$ cat config.mk
export PLATFORM = sky130hd
export DESIGN_NAME = gloves_ctl
export DESIGN_NICKNAME = d
export VERILOG_FILES = /design/src/rtl/draw_pkg.sv /design/src/rtl/game_pkg.sv /design/src/rtl/gloves_axis_step.sv /design/src/rtl/gloves_ctl.sv
export SDC_FILE = /design/constraint.sdc
export NUM_CORES = 1
export LEC_CHECK = 0
export ABC_CLOCK_PERIOD_IN_PS = 10540
export BUFFER_PORTS_ARGS = -buffer_cell sky130_fd_sc_hd__buf_4
export CAP_MARGIN = 30
export CORE_MARGIN = 10
export CORE_UTILIZATION = 55
export CTS_CLUSTER_DIAMETER = 150
export DETAILED_ROUTE_END_ITERATION = 10
export PLACE_DENSITY = 0.78
export SLEW_MARGIN = 40
export SYNTH_ARGS = -nofsm -noshare
export SYNTH_HDL_FRONTEND = slang
export SYNTH_SLANG_ARGS = --single-unit
$ cat constraint.sdc
create_clock -name clk -period 10.54 [get_ports clk]
set_clock_uncertainty 0.2 [all_clocks]
set_input_delay 0.527 -clock clk [delete_from_list [all_inputs] [get_ports clk]]
set_output_delay 0.527 -clock clk [all_outputs]
set_load 0.01 [all_outputs]
$ cat src/rtl/draw_pkg.sv
// Drawing-stage geometry shared by the sprite pipeline.
// Holds the glove sprite size, the goal window and the auto-keeper speed.
package draw_pkg;

    localparam int GLOVES_LENGTH   = 64;
    localparam int GLOVES_WIDTH    = 48;

    localparam int GOAL_X_MIN      = 256;
    localparam int GOAL_X_MAX      = 640;
    localparam int GOAL_Y_MIN      = 160;
    localparam int GOAL_Y_MAX      = 400;

    localparam int GLOVES_STEP_MAX = 8;

endpackage

$ cat src/rtl/game_pkg.sv
// Game-level types and timing constants shared by the controllers.
package game_pkg;

    typedef enum logic {
        TRACK = 1'b0,
        HOLD  = 1'b1
    } gloves_state_t;

    localparam int SAVE_HOLD_FRAMES = 60;

endpackage

$ cat src/rtl/gloves_axis_step.sv
// One axis of the gloves motion: clamp the source to the goal window, then
// either jump to it or approach it by at most STEP pixels per frame.
module gloves_axis_step
    import draw_pkg::*;
#(
    parameter int MIN_POS = GOAL_X_MIN,
    parameter int MAX_POS = GOAL_X_MAX,
    parameter int STEP    = GLOVES_STEP_MAX
) (
    input  logic [11:0] i_cur,
    input  logic [11:0] i_src,
    input  logic        i_auto,
    output logic [11:0] o_next
);

    localparam logic [11:0]        LO     = 12'(MIN_POS);
    localparam logic [11:0]        HI     = 12'(MAX_POS);
    localparam logic signed [12:0] STEP_S = 13'(STEP);

    logic [11:0]        w_clamp;
    logic signed [12:0] w_delta;

    // Clamp, then rate-limit toward the clamped value when auto is selected
    always_comb begin
        w_clamp = i_src;
        if (i_src < LO) begin
            w_clamp = LO;
        end else if (i_src > HI) begin
            w_clamp = HI;
        end else begin
            w_clamp = i_src;
        end

        w_delta = $signed({1'b0, w_clamp}) - $signed({1'b0, i_cur});

        if (!i_auto) begin
            o_next = w_clamp;
        end else if (w_delta > STEP_S) begin
            o_next = i_cur + STEP_S[11:0];
        end else if (w_delta < -STEP_S) begin
            o_next = i_cur - STEP_S[11:0];
        end else begin
            o_next = w_clamp;
        end
    end

endmodule

$ cat src/rtl/gloves_ctl.sv
// Frame-synchronous gloves position controller: updates once per vblank edge,
// clamps/rate-limits the selected source and freezes after save/goal events.
module gloves_ctl
    import draw_pkg::*;
    import game_pkg::*;
#(
    parameter int X_MIN       = GOAL_X_MIN,
    parameter int X_MAX       = GOAL_X_MAX,
    parameter int Y_MIN       = GOAL_Y_MIN,
    parameter int Y_MAX       = GOAL_Y_MAX,
    parameter int STEP_MAX    = GLOVES_STEP_MAX,
    parameter int HOLD_FRAMES = SAVE_HOLD_FRAMES
) (
    input  logic        clk,
    input  logic        rst,
    input  logic        vblnk,
    input  logic [11:0] mouse_xpos,
    input  logic [11:0] mouse_ypos,
    input  logic        auto_mode,
    input  logic [11:0] target_x,
    input  logic [11:0] target_y,
    input  logic        freeze_req,
    output logic [11:0] xpos,
    output logic [11:0] ypos,
    output logic        frame_tick,
    output logic        frozen
);

    localparam logic [11:0] X_RST     = 12'((X_MIN + X_MAX) / 2);
    localparam logic [11:0] Y_RST     = 12'((Y_MIN + Y_MAX) / 2);
    localparam logic [15:0] HOLD_LOAD = 16'(HOLD_FRAMES - 1);

    gloves_state_t r_state;
    gloves_state_t w_state_nxt;
    logic          r_vblnk_q;
    logic          r_pend;
    logic          w_pend_nxt;
    logic [15:0]   r_cnt;
    logic [15:0]   w_cnt_nxt;
    logic          w_tick;
    logic [11:0]   w_src_x;
    logic [11:0]   w_src_y;
    logic [11:0]   w_step_x;
    logic [11:0]   w_step_y;
    logic [11:0]   w_x_nxt;
    logic [11:0]   w_y_nxt;

    assign w_tick  = vblnk & ~r_vblnk_q;
    assign w_src_x = auto_mode ? target_x : mouse_xpos;
    assign w_src_y = auto_mode ? target_y : mouse_ypos;

    gloves_axis_step #(
        .MIN_POS (X_MIN),
        .MAX_POS (X_MAX),
        .STEP    (STEP_MAX)
    ) u_step_x (
        .i_cur   (xpos),
        .i_src   (w_src_x),
        .i_auto  (auto_mode),
        .o_next  (w_step_x)
    );

    gloves_axis_step #(
        .MIN_POS (Y_MIN),
        .MAX_POS (Y_MAX),
        .STEP    (STEP_MAX)
    ) u_step_y (
        .i_cur   (ypos),
        .i_src   (w_src_y),
        .i_auto  (auto_mode),
        .o_next  (w_step_y)
    );

    // Next-state logic: position, freeze pending flag and hold counter
    always_comb begin
        w_state_nxt = r_state;
        w_cnt_nxt   = r_cnt;
        w_pend_nxt  = r_pend;
        w_x_nxt     = xpos;
        w_y_nxt     = ypos;
        case (r_state)
            TRACK: begin
                // A request arriving in the tick cycle itself still freezes at this tick
                if (w_tick && (r_pend || freeze_req)) begin
                    w_state_nxt = HOLD;
                    w_cnt_nxt   = HOLD_LOAD;
                    w_pend_nxt  = 1'b0;
                end else if (w_tick) begin
                    w_x_nxt = w_step_x;
                    w_y_nxt = w_step_y;
                end else begin
                    w_pend_nxt = r_pend | freeze_req;
                end
            end
            HOLD: begin
                if (w_tick && (r_cnt == 16'd0)) begin
                    w_state_nxt = TRACK;
                end else if (w_tick) begin
                    w_cnt_nxt = r_cnt - 16'd1;
                end else begin
                    w_cnt_nxt = r_cnt;
                end
            end
            default: begin
                w_state_nxt = TRACK;
                w_pend_nxt  = 1'b0;
                w_cnt_nxt   = 16'd0;
            end
        endcase
    end

    // State and output registers
    always_ff @(posedge clk or negedge rst) begin
        if (!rst) begin
            r_state    <= TRACK;
            r_vblnk_q  <= 1'b1;
            r_pend     <= 1'b0;
            r_cnt      <= 16'd0;
            xpos       <= X_RST;
            ypos       <= Y_RST;
            frame_tick <= 1'b0;
            frozen     <= 1'b0;
        end else begin
            r_state    <= w_state_nxt;
            r_vblnk_q  <= vblnk;
            r_pend     <= w_pend_nxt;
            r_cnt      <= w_cnt_nxt;
            xpos       <= w_x_nxt;
            ypos       <= w_y_nxt;
            frame_tick <= w_tick;
            frozen     <= (w_state_nxt == HOLD);
        end
    end

endmodule

Word-level counts from Yosys, hierarchy flattened
Index checks and enable logic that the tools add are counted.
{ "classes": {"n_bitwise": 5, "n_mux": 21, "n_reduce_logical": 7, "magnitude_cmp": 8, "n_eq_ne": 4, "add_sub_neg": 7} }
{ "ops": {"columns": ["cell", "n"], "rows": [
  ["$mux W12", 12],
  ["$mux W16", 3],
  ["$pmux W16 S2", 1],
  ["$gt A13 B5 Y1 const B", 2],
  ["$lt A13 B4 Y1 const B", 2],
  ["$sub A12 B12 Y13", 2],
  ["$add A12 B4 Y12 const B", 2],
  ["$sub A12 B4 Y12 const B", 2],
  ["$logic_not A16 Y1", 1],
  ["$sub A16 B1 Y16 const B", 1],
  ["$gt A12 B10 Y1 const B", 1],
  ["$gt A12 B9 Y1 const B", 1],
  ["$lt A12 B8 Y1 const B", 1],
  ["$lt A12 B9 Y1 const B", 1],
  ["$reduce_and A3 Y1", 2],
  ["$mux W1", 4],
  ["$ne A2 B1 Y1 const B", 2],
  ["$ne A2 B2 Y1 const B", 2],
  ["$not A1 Y1", 3],
  ["$logic_and A1 B1 Y1", 2],
  ["$pmux W1 S2", 1],
  ["$reduce_and A2 Y1", 1],
  ["$and A1 B1 Y1", 1],
  ["$logic_or A1 B1 Y1", 1],
  ["$or A1 B1 Y1", 1]
]} }
{ "word_totals": {"elab_cells": 59, "in_bits": 53, "reg_bits": 44, "out_inout_bits": 26} }

Longest topological paths before layout
Gate-level depths: netlist of the first run.
{ "logic_depth": {"word_depth": 9, "depth_mapped": 21, "mapped_depth_nobuf": 18} }

Modules after synthesis
A second synthesis of the first run with hierarchy kept.
{ "hier_totals": {"cells_unflattened": 647, "hier_area_um2": 5507.8} }
{ "modules_own_cells": {"columns": ["mod", "instances", "seq_area_each_um2", "area_per_inst_um2", "cells_each"], "rows": [
  ["gloves_ctl", 1, 1109.8, 2362.3, 204],
  ["gloves_axis_step (u_step_x)", 1, 0.0, 1671.6, 233],
  ["gloves_axis_step (u_step_y)", 1, 0.0, 1473.9, 210]
]} }

Worst setup path before layout of the first run
No wires, ideal clock.
{ "synth_timing": {"path_type": "input port to flip-flop", "from": "in auto_mode", "to": "reg ypos[11]", "setup_time_ps": 122, "arrival_ps": 5031, "path_buffers": 2, "required_time_ps": 10218, "path_stages": 20, "setup_slack_ps": 5187, "path_cell_list": "buf_2 clkinv_1 or4_1 o22ai_1 a21oi_1 o21ai_0 o21ai_0 or2_2 ha_1 fa_1 nor2b_4 o22ai_1 xor2_1 or4bb_1 nor3_1 a41oi_1 o21a_1 buf_2 a31o_1 a32o_1"} }
{ "synth_between": {"elab_chain_len": 9, "word_cells_on_any_way": 11, "cone_classes": "add/sub: 1; order compare: 4; mux: 6"} }
{ "synth_lines": {"columns": ["element", "line_no", "text"], "rows": [
  ["start, declared", "gloves_ctl.sv:19", "input logic auto_mode,"],
  ["$mux W12", "gloves_ctl.sv:50", "assign w_src_y = auto_mode ? target_y : mouse_ypos;"],
  ["$gt A12 B9 Y1", "gloves_axis_step.sv:28", "end else if (i_src > HI) begin"],
  ["$mux W12", "gloves_axis_step.sv:28", null],
  ["$mux W12", "gloves_axis_step.sv:26", "if (i_src < LO) begin"],
  ["$sub A12 B12 Y13", "gloves_axis_step.sv:34", "w_delta = $signed({1'b0, w_clamp}) - $signed({1'b0, i_cur});"],
  ["$lt A13 B4 Y1", "gloves_axis_step.sv:40", "end else if (w_delta < -STEP_S) begin"],
  ["$mux W12", "gloves_axis_step.sv:40", null],
  ["$mux W12", "gloves_axis_step.sv:38", "end else if (w_delta > STEP_S) begin"],
  ["$mux W12 *", "gloves_axis_step.sv:36", "if (!i_auto) begin"],
  ["end signal, assigned", "gloves_ctl.sv:129", "ypos <= w_y_nxt;"],
  ["end, declared", "gloves_ctl.sv:24", "output logic [11:0] ypos,"]
]} }
Mark *: on every way between the ends. The rest lies on a longest branch, timed or not.
A chain may end at the register's enable or synchronous reset.

Worst setup path after layout of the first run
{ "layout_timing": {"from": "in auto_mode", "to": "reg ypos[7]"} }
The elaborated chain is that of the path after synthesis.

==> impl_metrics.json, run 1 <==
{
  "grt_start_max_net_pins": 45,
  "instances_no_fill": 792,
  "placed_cells": 785,
  "cpMostUsedCell": "sky130_fd_sc_hd__o21ai_0",
  "dieArea_um2": 13180,
  "fin_tns_setup_ns": 0,
  "async_flop_share": 1.000,
  "setup_viol_count_final": 0,
  "timing_max_transition_violations_final": 0,
  "port_buffers": 78,
  "io_pins": 79,
  "min-delay-path-class": "input pin to async pin",
  "worst-slew-pin-transition_ns": 0.8178,
  "clkPwrFrac": 0.088,
  "power.switching_mw": 0.5878,
  "root_buf_cell": "sky130_fd_sc_hd__clkbuf_8",
  "dieWidth_um": 114.8,
  "finish.net_count": 768,
  "drc": 0,
  "cts-hold-fix-buffers": 0,
  "cell_internal_pwr_mw": 0.6062,
  "worst_path_max_delay_cell": "sky130_fd_sc_hd__or4_1",
  "slew-limit-headroom": 0.4498,
  "detail_route.wl_per_cell_um": 17.87,
  "layout.cells.most_common_list": "sky130_fd_sc_hd__buf_4 (81), sky130_fd_sc_hd__nor2_1 (57), sky130_fd_sc_hd__nand2_1 (40), sky130_fd_sc_hd__dfrtp_1 (37), sky130_fd_sc_hd__inv_1 (36)",
  "cp.required_ns": 10.53,
  "layout_commonest_cell": "sky130_fd_sc_hd__buf_4",
  "critical_path.startpoint_type": "input pin",
  "area_share_of_the_largest_cell_type_after_synthesis": 0.1873,
  "yosysSeqAreaShare": 0.2246,
  "cts_max_path_buffers": 2,
  "cts_tree": "yes",
  "timing.critical_path.to_type": "flip-flop",
  "total_cts_buffers": 5,
  "crit_path_cell_trace": "buf_4 -> clkinv_1 -> or4_1 -> o22ai_1 -> a21oi_1 -> o21ai_0 -> o21ai_0 -> or2_2 -> ha_1 -> fa_1 -> nor2b_4 -> o21ai_0 -> a211oi_2 -> o211a_1 -> nand4_1 -> o41a_1 -> o21a_1 -> and4_1 -> or3_1",
  "drt-total-wl_um": 14150,
  "report.final.hold_viol_count": 0,
  "rsz0062_at_grt": "false",
  "dieHeight_um": 114.8,
  "firstDrtPassIters": 5,
  "timing.reg2reg.setup_slack_ns": 6.27,
  "power.share.combinational": 0.658,
  "antenna_left": 0,
  "post-route-cell-area_um2": 5649,
  "cp_max_fo": 39,
  "worst_setup_hold_path_clk_slew_ns": 0.09,
  "timing.setup.critical_path_class": "input pin to flip-flop",
  "initialDrtViolationCount": 469,
  "p_sw_frac": 0.4923,
  "clock_insertion_delay_worst_skew_ns": 0.30,
  "via_count": 5117,
  "fin_worst_hold_slack_ns": 0.001239,
  "grt_usage": 0.2113,
  "critical_path_buffers_and_inverters": 2,
  "design.core.area_um2": 8721,
  "postSynthAreaPerCell_um2": 8.010,
  "max_cap_viol_count": 0,
  "layout_min_cycle_time_ns": 6.387,
  "synth_largest_area_cell": "sky130_fd_sc_hd__dfrtp_1",
  "syn_area_um2": 4942,
  "category_of_cells_accounting_for_the_largest_share_of_critical_path_delay": "compound AO/OA/AOI/OAI gates",
  "grt_pass1_wl_um": 23730,
  "power_density_of_the_placed_cells_nw_per_um2": 211.3,
  "outcome": "completed",
  "yosys_warnings": 0,
  "area.growth.synth_to_final_pct": 14.30,
  "syn_inst": 617,
  "worstPathArrival_ns": 6.38,
  "pwr-share-seq": 0.253,
  "detailed_place.area_um2": 5568,
  "synth.top_cells.by_area": "sky130_fd_sc_hd__dfrtp_1 (19%), sky130_fd_sc_hd__ha_1 (7.3%), sky130_fd_sc_hd__nor2_1 (4.3%)",
  "drt-vias-per-instance": 6.461,
  "initial_utilization": 0.5667,
  "place.detailed.hpwl_um": 11060,
  "diodes": 0,
  "cts_sinks": 44,
  "place_congestion": 0.9495,
  "postCtsResizedCells": 0,
  "initial_antenna_violation_count": 0,
  "synth_flop_cell": "sky130_fd_sc_hd__dfrtp_1",
  "power.total_mw": 1.194,
  "final_layout_size_suffix_gt1_frac": 0.2061,
  "grt_pass1_vias": 5001,
  "critical-path-max-stage-delay_ns": 0.61,
  "cts.repair_timing.setup_buffer_count": 0,
  "grt_overflow": 0,
  "timing.final.crit_share": 0.6060,
  "power.ir.vdd_worst_mv": 0.09054,
  "yosys.cell_types.count": 93,
  "synth-edff-count": 0,
  "ys_ff_latch": 44,
  "leakagePower_nw": 2.495,
  "clock.fmax_mhz": 156.6,
  "std_cell_rows": 34,
  "h-tree-depth": 2
}
## layout make-up
cell class	instances	area, um2
fill	776	3072
tap	108	135.1
clock inverter	2	12.51
multi-input combinational	515	3576
clock buffer	5	68.82
sequential	44	1110
timing repair buffer	81	608.1
inverter	37	138.9
## worst reg2reg max path: stages (launching register included)
cell	delay [ns]
sky130_fd_sc_hd__dfrtp_1	0.56
sky130_fd_sc_hd__inv_1	0.19
sky130_fd_sc_hd__ha_1	0.41
sky130_fd_sc_hd__nor2b_1	0.18
sky130_fd_sc_hd__a221o_1	0.37
sky130_fd_sc_hd__a211oi_2	0.27
sky130_fd_sc_hd__o211a_1	0.21
sky130_fd_sc_hd__nand4_1	0.12
sky130_fd_sc_hd__o41a_1	0.60
sky130_fd_sc_hd__o21a_1	0.46
sky130_fd_sc_hd__and4_1	0.26
sky130_fd_sc_hd__or3_1	0.33
## logic make-up after synthesis
| logic type | synth area share |
|---|---|
| simple gates | 0.2871 |
| compound gates | 0.2547 |
| buf+inv | 0.05671 |
| flops | 0.2246 |
| fa+ha+maj | 0.08152 |
| mux | 0.05924 |
| xor+xnor | 0.03544 |
| other cells | 0.0007588 |
## stage by stage
stage / setup WS, ns / utilization
global route: 3.727 / 0.6478
finish: 4.153 / 0.6478
floorplan: 5.187 / -
CTS: 4.249 / 0.6478
detailed placement: 3.921 / 0.6385
global placement: 4.174 / 0.6385
## power groups by stage
stage	logic (mW)	registers [mW]	clock network, mW
final	0.786	0.302	0.106
after global routing	0.869	0.310	0.113
after CTS	0.775	0.300	0.106
after detailed placement	0.770	0.302	0
after global placement	0.749	0.301	0
after floorplan	0.567	0.293	0
## cell usage after synthesis, types with 9 or more instances
library cell                n
sky130_fd_sc_hd__o21ai_0   30
sky130_fd_sc_hd__inv_1     36
sky130_fd_sc_hd__ha_1      29
sky130_fd_sc_hd__a21oi_1   35
sky130_fd_sc_hd__nand3_1   29
sky130_fd_sc_hd__or3_1     12
sky130_fd_sc_hd__or2_2     11
sky130_fd_sc_hd__o211ai_1   9
sky130_fd_sc_hd__nor2b_1   12
sky130_fd_sc_hd__nor3_1    15
sky130_fd_sc_hd__dfrtp_1   37
sky130_fd_sc_hd__nand2b_1  10
sky130_fd_sc_hd__nor2_1    57
sky130_fd_sc_hd__mux2i_1   21
sky130_fd_sc_hd__nand4_1    9
sky130_fd_sc_hd__xor2_1    11
sky130_fd_sc_hd__nor4_1    12
sky130_fd_sc_hd__buf_2     11
sky130_fd_sc_hd__nand2_1   40
sky130_fd_sc_hd__xnor2_1    9
## worst paths after layout
kind | start | to | cells past startpoint
setup / recovery | auto_mode | ypos[7]$_DFFE_PN0P_ | 19
hold / removal | rst | r_cnt[4]$_DFFE_PN0P_ | 1
setup reg to reg | ypos[5]$_DFFE_PN0P_ | ypos[7]$_DFFE_PN0P_ | 11
hold reg to reg | r_cnt[0]$_DFFE_PN0P_ | r_cnt[0]$_DFFE_PN0P_ | 1
max in group asynchronous | rst | xpos[6]$_DFFE_PN1P_ | 1
min in group clk | vblnk | r_vblnk_q$_DFF_PN1_ | 1
## routing by layer
metal  global-route usage  wire, um  up-vias
met5                    0         0        -
met4              0.04043       141        0
met3              0.04896      1100       17
met2               0.3435      6514      190
met1               0.2819      6397     2458
li1                     -         -     2452
## state kept, by name (all words and copies together) (netlist names)
| name | flops |
|---|---|
| ypos | 12 |
| frame_tick | 1 |
| r_pend | 1 |
| r_vblnk_q | 1 |
| xpos | 12 |
| r_cnt | 16 |
| r_state | 1 |
(Power assumes the default switching activity.)
==> run 2: changes to the inputs <==
--- a/config.mk
+++ b/config.mk
@@ -5,7 +5,7 @@
 export SDC_FILE = /design/constraint.sdc
 export NUM_CORES = 1
 export LEC_CHECK = 0
-export ABC_CLOCK_PERIOD_IN_PS = 10540
+export ABC_CLOCK_PERIOD_IN_PS = 6020
 export BUFFER_PORTS_ARGS = -buffer_cell sky130_fd_sc_hd__buf_4
 export CAP_MARGIN = 30
 export CORE_MARGIN = 10
==> constraint.sdc (replaced) <==
create_clock -name clk -period 6.02 [get_ports clk]
set_clock_uncertainty 0.2 [all_clocks]
set_input_delay 0.301 -clock clk [delete_from_list [all_inputs] [get_ports clk]]
set_output_delay 0.301 -clock clk [all_outputs]
set_load 0.01 [all_outputs]
==> run 2 against run 1 <==
  * Clock power increased by 70%
  * Non-clock buffer count increased by 6
  * Die area stayed put
  * Worst setup slack worse by 3.6 ns
  * Register-to-register slack lost 4.3 ns
  * Sequential share of layout area is 0.17 points lower
  * Wire length grew 1.5%
  * Sequential cell count unchanged
  * Worst hold slack improved by 0.10 ns
  * Via count up 0.66%
  * Critical path type unchanged
  * Critical endpoint unchanged
  * Largest cell class unchanged
==> impl_metrics.json, run 2 (same netlist as run 1, synthesis figures left out) <==
{
  "outcome": "completed",
  "hold_path.startpoint": "freeze_req",
  "detail_route.wl_per_cell_um": 17.99,
  "io_pins": 79,
  "power.ir.vdd_worst_mv": 0.1458,
  "largest_reg_flops": 16,
  "worst_path_max_delay_cell": "sky130_fd_sc_hd__or4bb_1",
  "cp.required_ns": 6.00,
  "postCtsResizedCells": 0,
  "fin_tns_setup_ns": 0,
  "port_buffers": 78,
  "timing.reg2reg.setup_slack_ns": 1.93,
  "dieArea_um2": 13180,
  "final_util": 0.6535,
  "place.detailed.hpwl_um": 11380,
  "via_count": 5151,
  "rsz0062_at_grt": "false",
  "grt_pass1_vias": 4990,
  "worstHoldEndpoint": "r_pend$_DFFE_PN0P_",
  "timing.final.crit_share": 0.9088,
  "layout_commonest_cell": "sky130_fd_sc_hd__buf_4",
  "cts_max_path_buffers": 2,
  "setup_viol_count_final": 0,
  "initial_antenna_violation_count": 0,
  "finish.net_count": 774,
  "diodes": 0,
  "drt-vias-per-instance": 6.455,
  "min-delay-path-class": "input pin to flip-flop",
  "timing.critical_path.to_type": "flip-flop",
  "rr_startpoint": "ypos[4]$_DFFE_PN1P_",
  "area.growth.synth_to_final_pct": 15.32,
  "reg2reg_depth": 11,
  "r2r_end": "ypos[7]$_DFFE_PN0P_",
  "layout.cells.most_common_list": "sky130_fd_sc_hd__buf_4 (85), sky130_fd_sc_hd__nor2_1 (57), sky130_fd_sc_hd__nand2_1 (40), sky130_fd_sc_hd__dfrtp_1 (37), sky130_fd_sc_hd__inv_1 (36)",
  "worstPathArrival_ns": 5.45,
  "worst-slew-pin-transition_ns": 0.7850,
  "clock.fmax_mhz": 182.8,
  "dieWidth_um": 114.8,
  "initial_utilization": 0.5667,
  "grt_pass1_wl_um": 23590,
  "worst_setup_hold_path_clk_slew_ns": 0.08,
  "grt_start_max_net_pins": 45,
  "drt-total-wl_um": 14360,
  "antenna_left": 0,
  "leakagePower_nw": 2.522,
  "slew-limit-headroom": 0.4727,
  "grt_overflow": 0,
  "timing_max_transition_violations_final": 0,
  "max_cap_viol_count": 0,
  "power_density_of_the_placed_cells_nw_per_um2": 370.0,
  "critical-path-max-stage-delay_ns": 0.53,
  "holdPathStages": 3,
  "std_cell_rows": 34,
  "cts_tree": "yes",
  "final_layout_size_suffix_gt1_frac": 0.2101,
  "timing.setup.critical_path_class": "input pin to flip-flop",
  "report.final.hold_viol_count": 0,
  "layout_min_cycle_time_ns": 5.471,
  "top_register": "r_cnt",
  "initialDrtViolationCount": 499,
  "clock_insertion_delay_worst_skew_ns": 0.30,
  "cts_sinks": 44,
  "design.core.area_um2": 8721,
  "firstDrtPassIters": 7,
  "h-tree-depth": 2,
  "root_buf_cell": "sky130_fd_sc_hd__clkbuf_8",
  "drc": 0,
  "grt_usage": 0.2126,
  "critical_path.startpoint_type": "input pin",
  "top_flop_regs": "r_cnt (16), xpos (12), ypos (12)",
  "dieHeight_um": 114.8,
  "crit_path_cell_trace": "buf_4 -> clkinv_1 -> or4_1 -> o22ai_1 -> a21oi_1 -> o21ai_0 -> o21ai_0 -> or2_2 -> ha_1 -> fa_1 -> nor2b_4 -> o22ai_1 -> xor2_1 -> or4bb_1 -> nor3_1 -> a41oi_1 -> o21a_1 -> and4_1 -> or3_1",
  "place_congestion": 0.9455,
  "cp_max_fo": 19,
  "total_cts_buffers": 5
}
run 2: changes by cell type in the layout (fill, tap and decap cells not counted), sizes merged:
cell / change
dlygate4sd3: +2
buf: +4
run 2: how the worst max path moves through the flow:
stage | startpoint | endpoint | slack, ns
after floorplan | auto_mode | ypos[11]$_DFFE_PN0P_ | 0.89
after global placement | auto_mode | ypos[7]$_DFFE_PN0P_ | 0.50
after detailed placement | auto_mode | ypos[7]$_DFFE_PN0P_ | 0.24
after CTS | auto_mode | ypos[7]$_DFFE_PN0P_ | 0.55
after global routing | auto_mode | ypos[7]$_DFFE_PN0P_ | 0.17
final | auto_mode | ypos[7]$_DFFE_PN0P_ | 0.55
run 2: final cells by class:
| class | count | area, um2 |
|---|---|---|
| multi-input cells | 515 | 3576 |
| inverters | 37 | 138.9 |
| clock inverters | 2 | 12.51 |
| clock buffers | 5 | 68.82 |
| repair buffers | 87 | 658.1 |
| fillers | 751 | 3022 |
| well taps | 108 | 135.1 |
| flip-flops and latches | 44 | 1110 |
run 2: per-stage QoR:
step	setup slack, ns	cells	area [um2]	total power [mW]	hold slack, ns
after floorplan	0.8932	621	4957	1.505	-0.1946
after global placement	0.5028	789	5598	1.851	0.1241
after detailed placement	0.2359	789	5598	1.895	0.1348
after CTS	0.5512	798	5699	2.087	0.09879
after global routing	0.1695	798	5699	2.271	0.1283
final	0.5490	798	5699	2.109	0.1008
run 2: critical path: cells and delay by family:
family | cells | cell delay (ns)
buf+inv | 2 | 0.36
xor+xnor | 1 | 0.16
simple gates | 7 | 2.37
compound gates | 7 | 1.57
fa+ha+maj | 2 | 0.66
run 2: report_power, final:
group / internal, mW / switching, mW
clock network: 0.0787 / 0.101
logic: 0.601 / 0.802
registers: 0.391 / 0.135
total: 1.07 / 1.04
run 2: timing repair:
item                      4_1_cts  5_1_grt
hold endpoints to repair       38        0
buffers inserted                0        0
hold buffers                    2        0
run 2: layer usage:
metal / wire length (um) / track usage / vias up
li1: - / - / 2456
met1: 6636 / 0.2913 / 2434
met2: 6410 / 0.3303 / 238
met3: 1136 / 0.05104 / 23
met4: 177 / 0.05116 / 0
met5: 0 / 0 / -
